<file path="src/rtl/cache_pkg.sv">
// Shared widths and controller state type for the two-way cache controller
// and the cache array it drives.
package cache_pkg;

    localparam int DATA_WIDTH   = 32;
    localparam int TAG_WIDTH    = 27;
    localparam int SET_WIDTH    = 3;
    localparam int OFFSET_WIDTH = 2;

    typedef enum logic [2:0] {
        IDLE   = 3'd0,
        LOOKUP = 3'd1,
        MEM_RD = 3'd2,
        FILL   = 3'd3,
        MEM_WR = 3'd4,
        RESP   = 3'd5
    } cache_state_t;

endpackage

</file>
<file path="src/rtl/lru_table.sv">
// One LRU bit per set of the two-way cache; the bit names the next victim way.
module lru_table #(
    parameter int SET_WIDTH = 3
) (
    input  logic                 clk,
    input  logic                 rst,
    input  logic [SET_WIDTH-1:0] rd_set,
    output logic                 rd_bit,
    input  logic                 wr_en,
    input  logic [SET_WIDTH-1:0] wr_set,
    input  logic                 wr_bit
);

    logic [(2**SET_WIDTH)-1:0] bits;

    always_ff @(posedge clk or posedge rst) begin
        if (rst) begin
            bits <= '0;
        end else if (wr_en) begin
            bits[wr_set] <= wr_bit;
        end
    end

    assign rd_bit = bits[rd_set];

endmodule

</file>
<file path="src/rtl/cache_controller.sv">
// Two-way write-through, no-write-allocate cache controller: serialises one CPU
// request at a time through tag lookup, line fill from memory and LRU upkeep.
module cache_controller #(
    parameter  int DATA_WIDTH   = 32,
    parameter  int TAG_WIDTH    = 27,
    parameter  int SET_WIDTH    = 3,
    parameter  int OFFSET_WIDTH = 2,
    localparam int ADDR_WIDTH   = TAG_WIDTH + SET_WIDTH + OFFSET_WIDTH
) (
    input  logic                  clk,
    input  logic                  rst,
    input  logic                  req_valid,
    input  logic                  req_we,
    input  logic [ADDR_WIDTH-1:0] req_addr,
    input  logic [DATA_WIDTH-1:0] req_wdata,
    output logic                  req_ready,
    output logic                  resp_valid,
    output logic [DATA_WIDTH-1:0] resp_rdata,
    output logic [ADDR_WIDTH-1:0] cache_addr,
    input  logic                  hit_0,
    input  logic                  hit_1,
    input  logic [DATA_WIDTH-1:0] cache_rdata,
    output logic                  fill_en,
    output logic                  fill_way,
    output logic [DATA_WIDTH-1:0] fill_data,
    output logic                  wr_en,
    output logic                  mem_req,
    output logic                  mem_we,
    output logic [ADDR_WIDTH-1:0] mem_addr,
    output logic [DATA_WIDTH-1:0] mem_wdata,
    input  logic                  mem_ack,
    input  logic [DATA_WIDTH-1:0] mem_rdata
);

    import cache_pkg::*;

    cache_state_t state, state_next;

    logic [ADDR_WIDTH-1:0] addr_q;
    logic                  we_q;
    logic [DATA_WIDTH-1:0] wdata_q;
    logic [DATA_WIDTH-1:0] data_q;

    logic                 hit;
    logic                 hit_way;
    logic [SET_WIDTH-1:0] set;
    logic                 lru_bit;
    logic                 lru_wr_en;
    logic                 lru_wr_bit;
    logic [ADDR_WIDTH-1:0] line_addr;

    // A double hit resolves to way 0.
    assign hit       = hit_0 | hit_1;
    assign hit_way   = ~hit_0 & hit_1;
    assign set       = addr_q[OFFSET_WIDTH+SET_WIDTH-1:OFFSET_WIDTH];
    assign line_addr = {addr_q[ADDR_WIDTH-1:OFFSET_WIDTH], {OFFSET_WIDTH{1'b0}}};
    assign cache_addr = addr_q;

    lru_table #(
        .SET_WIDTH(SET_WIDTH)
    ) u_lru (
        .clk    (clk),
        .rst    (rst),
        .rd_set (set),
        .rd_bit (lru_bit),
        .wr_en  (lru_wr_en),
        .wr_set (set),
        .wr_bit (lru_wr_bit)
    );

    always_ff @(posedge clk or posedge rst) begin
        if (rst) begin
            state <= IDLE;
        end else begin
            state <= state_next;
        end
    end

    // Request latch and response data capture; writes keep data_q at zero.
    always_ff @(posedge clk or posedge rst) begin
        if (rst) begin
            addr_q  <= '0;
            we_q    <= 1'b0;
            wdata_q <= '0;
            data_q  <= '0;
        end else begin
            if (state == IDLE && req_valid) begin
                addr_q  <= req_addr;
                we_q    <= req_we;
                wdata_q <= req_wdata;
                data_q  <= '0;
            end else if (state == LOOKUP && !we_q && hit) begin
                data_q <= cache_rdata;
            end else if (state == MEM_RD && mem_ack) begin
                data_q <= mem_rdata;
            end
        end
    end

    always_comb begin
        state_next = state;
        case (state)
            IDLE:    if (req_valid) state_next = LOOKUP;
            LOOKUP: begin
                if (we_q)     state_next = MEM_WR;
                else if (hit) state_next = RESP;
                else          state_next = MEM_RD;
            end
            MEM_RD:  if (mem_ack) state_next = FILL;
            FILL:    state_next = RESP;
            MEM_WR:  if (mem_ack) state_next = RESP;
            RESP:    state_next = IDLE;
            default: state_next = IDLE;
        endcase
    end

    always_comb begin
        req_ready  = 1'b0;
        resp_valid = 1'b0;
        resp_rdata = '0;
        fill_en    = 1'b0;
        fill_way   = 1'b0;
        fill_data  = '0;
        wr_en      = 1'b0;
        mem_req    = 1'b0;
        mem_we     = 1'b0;
        mem_addr   = '0;
        mem_wdata  = '0;
        lru_wr_en  = 1'b0;
        lru_wr_bit = 1'b0;
        case (state)
            IDLE: req_ready = 1'b1;
            LOOKUP: begin
                wr_en      = we_q & hit;
                lru_wr_en  = hit;
                lru_wr_bit = ~hit_way;
            end
            MEM_RD: begin
                mem_req  = 1'b1;
                mem_addr = line_addr;
            end
            FILL: begin
                fill_en    = 1'b1;
                fill_way   = lru_bit;
                fill_data  = data_q;
                lru_wr_en  = 1'b1;
                lru_wr_bit = ~lru_bit;
            end
            MEM_WR: begin
                mem_req   = 1'b1;
                mem_we    = 1'b1;
                mem_addr  = line_addr;
                mem_wdata = wdata_q;
            end
            RESP: begin
                resp_valid = 1'b1;
                resp_rdata = data_q;
            end
            default: ;
        endcase
    end

endmodule

</file>
<file path="config.mk">
export PLATFORM = sky130hd
export DESIGN_NAME = cache_controller
export DESIGN_NICKNAME = d
export VERILOG_FILES = /design/src/rtl/cache_pkg.sv /design/src/rtl/lru_table.sv /design/src/rtl/cache_controller.sv
export SDC_FILE = /design/constraint.sdc
export NUM_CORES = 1
export LEC_CHECK = 0
export BUFFER_PORTS_ARGS = -buffer_cell sky130_fd_sc_hd__buf_4
export CAP_MARGIN = 5
export CELL_PAD_IN_SITES_DETAIL_PLACEMENT = 1
export CELL_PAD_IN_SITES_GLOBAL_PLACEMENT = 1
export CORE_MARGIN = 5
export CORE_UTILIZATION = 33
export CTS_CLUSTER_SIZE = 24
export DETAILED_ROUTE_END_ITERATION = 8
export PLACE_DENSITY = 0.82
export SYNTH_ARGS = -nofsm -noshare
export SYNTH_HDL_FRONTEND = slang
export SYNTH_SLANG_ARGS = --single-unit
</file>
<file path="constraint.sdc">
create_clock -name clk -period 4.1 [get_ports clk]
set_clock_uncertainty 0.05 [all_clocks]
set_input_delay 0.82 -clock clk [delete_from_list [all_inputs] [get_ports clk]]
set_output_delay 0.82 -clock clk [all_outputs]
set_load 0.02 [all_outputs]
</file>
Word-level counts from Yosys, hierarchy flattened:

Cells that the tools add are included.

* bits in latches: 0
* register bits after elaboration: 108
* memories: 0
* memory bits (writable): 0
* logic and storage cells: 59
* ROM bits: 0

* divide/modulo/power cells: 0
* equal/unequal tests: 8
* $mul: 0
* shift-type cells: 0
* reductions and logical operators: 10
* muxes and demuxes: 27
* bitwise gates (word level): 6
* $add $sub $neg: 0
* $lt $le $gt $ge: 2

Operator list (count)
* 2-to-1 mux 32 bit: 7
* 2-to-1 mux 3 bit: 5
* one-hot mux 3 bit (5 select lines): 1
* 2-to-1 mux 1 bit: 9
* bitwise mux 8 bit: 1
* equality test 3 x 2 -> 1 bit (second input constant): 2
* equality test 3 bit (second input constant): 2
* != test 2 bit (second input constant): 3
* logical AND 1 bit: 5
* less-than comparator 3 x 4 -> 1 bit (second input constant): 1
* one-hot mux 1 bit (2 select lines): 2
* binary-select mux 1 bit (select 3 bit): 1
* demux 1 bit (select 3 bit): 1
* equality test 3 x 1 -> 1 bit (second input constant): 1
* >= comparator 3 x 1 -> 1 bit (second input constant): 1
* zero test 3 bit: 1
* NOT 1 bit: 3
* AND reduction 3 bit: 1
* nonzero test 3 bit: 1
* AND 1 bit: 2
* OR reduction 2 bit: 1
* zero test 1 bit: 1
* bitwise OR 1 bit: 1

Logic depth before layout (Yosys ltp):

* depth in word-level cells: 5
* gate-level depth with buffers: 6

Cells and area by module:

A second synthesis with hierarchy kept.

* cells, all modules: 527
* area total of the unflattened synthesis: 5809.3 µm²

Modules (own cells, without submodules)
* cache_controller: sequential area each 2502.4 µm², instances 1, cells an instance 499, area each 5372.7 µm²
* lru_table: sequential area each 200.2 µm², instances 1, cells an instance 28, area each 436.7 µm²

Least setup slack after synthesis:

OpenSTA, ideal clock, no wires.

* path type: register -> output
* from: register addr_q[2] (netlist: cache_addr[2])
* to: output port fill_way
* stages on the path, launching flop included: 5
* arrival: 1837 ps
* path slack: 1393 ps
* cell sequence: dfrtp_1 > buf_1 > mux2i_1 > a22o_1 > nor4_1

* cells in the longest elaborated chain, start to end: 3

RTL lines
* start, declared: RTL line cache_controller.sv:39 `logic [ADDR_WIDTH-1:0] addr_q;`
* start signal, assigned: RTL line cache_controller.sv:88 `addr_q <= req_addr;`
* binary-select mux 1 bit (select 3 bit): RTL line lru_table.sv:24 `assign rd_bit = bits[rd_set];`
* 2-to-1 mux 1 bit (not written as such): RTL line lru_table.sv:24
* 2-to-1 mux 1 bit: RTL line cache_controller.sv:131 `case (state)`
* end, declared: RTL line cache_controller.sv:24 `output logic fill_way,`

No other way between the ends. The select of a mux whose other input is x is not followed.

Worst setup path in the final report:

* from: register state[1]
* to: output port fill_data[29]

* cells in the longest elaborated chain, start to end: 2

RTL lines
* start, declared: RTL line cache_controller.sv:37 `cache_state_t state, state_next;`
* start signal, assigned: RTL line cache_controller.sv:75 `state <= state_next;`
* equality test 3 x 2 -> 1 bit: RTL line cache_controller.sv:131
* 2-to-1 mux 32 bit: RTL line cache_controller.sv:131
* end, declared: RTL line cache_controller.sv:25 `output logic [DATA_WIDTH-1:0] fill_data,`

No other way between the ends.

==> metrics.md <==
| Metric | Value |
|---|---|
| Post-synth ARST share | 1.00 |
| Power share of the combinational group | 0.527 |
| Leak Pwr | 0.00403 uW |
| Crit path from | state[1] |
| Starting Density | 0.338 |
| Total of max-cap violations | 0 |
| Worst path bufs/invs | 2 |
| First-pass GRT wire length | 30.4 mm |
| Seq/Total Area, Yosys | 0.478 |
| VDD IR max | 0.000421 V |
| DRC viols | 0 |
| Mux share of post-synthesis cell area | 0.203 |
| Fin. max-slew vios | 0 |
| Hold Worst Slack | 0.438 ns |
| Layout area overhead | 47.9% |
| Worst setup SP type | register |
| Die width | 141 um |
| Total setup buffers inserted after CTS | 0 |
| Dominant combinational cell family by area after synthesis | simple AND/OR/NAND/NOR gates |
| Hold_buf cts | 0 |
| Post-DP HPWL | 15.2 mm |
| CP max FO | 34 |
| P_sw | 2660 uW |
| Sequential cell area | 2700 um^2 |
| I/O pin total | 302 |
| Count of cell types in the netlist | 37 |
| Final Hold Fails | 0 |
| Final ANT Viol Nets | 0 |
| Adder-Cell Fraction of Synth Area | 0.00177 |
| Initial antenna violation count | 0 |
| Worst setup EP type | output pin |
| Reg-to-Reg Start | state[1] |
| Core Region | 16700 um^2 |
| Hold Crit Class | register to register |
| First-pass iteration count of the detailed router | 4 |
| IO Port Bufs | 299 |
| Minimum clock period | 3.29 ns |
| Slew Limit Headroom | 0.220 |
| Diodes inserted | 0 |
| CTS tree | done |
| Clk sinks | 108 |
| Synth area leader | dfrtp_1 |
| CTS resizes | 0 |
| Largest net degree at the start of global routing | 52 |
| Vias | 4813 |
| Number of synthesized register bits | 108 |
| Dpl ws | 1.15 ns |
| Fin nets | 927 |
| Seq pwr share | 0.324 |
| RSZ-0062 raised after global routing | false |
| Power density over the cells | 760 nW/um^2 |
| Final worst path period share | 0.801 |
| Layout cells sized above 1 | 0.535 |
| Setup TNS | 0 ns |
| Starting DRT DRC Count | 107 |
| Final setup viols | 0 |
| Ys flop type | dfrtp_1 |
| Top cell type's share of synthesized area | 0.478 |
| Rows | 47 |
| Cell family with the largest share of critical-path delay | simple AND/OR/NAND/NOR gates |
| Die ar. | 19800 um^2 |
| Post-Synthesis Cells | 512 |
| Peak Freq | 304 MHz |
| H-tree levels | 3 |
| Multi-input combinational cell area | 2750 um^2 |
| Compound-gate portion of the synthesized area | 0.0715 |
| Simple-gate share of the synthesized area | 0.206 |
| Synth Area per Inst | 11.0 um^2 |
| Vias in the first global route | 5439 |
| Post-Synth XOR/XNOR Area | 0.00155 |
| Die Y | 141 um |
| Clock Power Share | 0.149 |
| Routed wire length | 19.3 mm |
| Synth area leaders | dfrtp_1 48%, and2_1 14%, mux2_2 13% |
| WL/cell | 19.0 um |
| Highest cell delay on the worst timing path | 0.93 ns |
| Clock root buffer | clkbuf_16 |
| Status | finished clean |
| Worst-path cell chain | inv_1, nor2_2, and2_1, buf_4 |
| WS Path Type | register to output pin |
| TritonCTS Buffers | 9 |
| Crit path arrival time | 2.42 ns |
| Fill cells | 1865 |
| Commonest cells in the netlist | 127 x and2_1, 108 x dfrtp_1, 67 x mux2_2 |
| Post-synth EDFFs | 0 |
| Max Root-Sink Buffers | 2 |
| Hold path start | data_q[12] |
| Worst slew pin tran | 1.17 ns |
| Switching share of total power | 0.419 |
| Cell with the most instances after synthesis | and2_1 |
| Total congestion overflow | 0 |
| GRT Overall Usage | 0.194 |
| RePlAce Congestion | 0.863 |
| CP Data Required Time | 3.23 ns |
| Int Power | 3690 uW |
| Post-Syn Area | 5650 um^2 |
| Slowest-stage cell, CP | nor2_2 |
| Clock slew at reported path FFs | 0.07 ns |
| Worst-Skew Late Latency | 0.35 ns |
| Synthesis Warnings | 0 |
| Final setup margin | 0.814 ns |
| Via-to-Cell Ratio | 4.74 |
-- cells in the final DEF (no fill, tap or decap), drive strengths merged, types with 3 or more instances in the layout --
master / count
nand2: 38
nor4: 4
nor3: 11
buf: 306
nor2: 10
inv: 6
o21ai: 35
clkbuf: 9
mux2: 67
dfrtp: 108
mux2i: 39
and2: 127
nand2b: 4
a21oi: 3
a2bb2oi: 4
-- stage by stage --
step | total power [uW] | util | instance area [um^2] | cells
floorplan | 4140 | - | 5660 | 513
global placement | 5320 | 0.481 | 8040 | 1001
detailed placement | 5480 | 0.481 | 8040 | 1001
CTS | 6460 | 0.501 | 8360 | 1016
global route | 6790 | 0.501 | 8360 | 1016
finish | 6350 | 0.501 | 8360 | 1016
-- power groups by stage --
stage / Sequential, uW / Clock, uW / Combinational (uW)
2_1_floorplan: 2060 / 0 / 2090
3_3_place_gp: 2040 / 0 / 3280
3_5_place_dp: 2070 / 0 / 3420
4_1_cts: 2070 / 973 / 3420
5_1_grt: 2140 / 1020 / 3630
6_report: 2060 / 943 / 3350
-- cells by family after synthesis --
logic type      after synthesis
fa+ha+maj                     1
buf+inv                      42
mux                         106
simple gates                204
xor+xnor                      1
compound gates               49
other cells                   1
flops                       108
-- area by class of cell --
class	instances	area share
clock buffers	9	0.0269
clock inverters	6	0.0117
inverters	4	0.00210
multi-input cells	363	0.328
flip-flops and latches	108	0.323
well taps	220	0.0329
repair buffers	306	0.275
-- sequential cells by signal (all words and copies together), names as in the netlist --
name	count
we_q	1
u_lru.bits	8
state	3
wdata_q	32
cache_addr	32
data_q	32
-- metal layers --
layer	track usage	up-vias	wire (um)
met3	0.0616	19	1670
li1	-	2275	-
met4	0.0602	0	334
met2	0.346	206	9890
met1	0.223	2313	7430
met5	0	-	0
-- tightest hold or removal path: stages (launching register included) --
cell	delay [ns]
dfrtp_1	0.35
nand2_1	0.06
o21ai_2	0.05
-- path summary, 6_finish.rpt --
path,to,slack [ns],cells after the start
worst max-delay path,fill_data[29],0.81,4
worst min-delay path,data_q[12],0.44,2
worst max register to register,data_q[31],1.42,4
worst min register to register,data_q[12],0.44,2
max in group asynchronous,data_q[6],2.61,3
min in group asynchronous,wdata_q[22],0.50,2
Power figures use the tool's default switching activity.
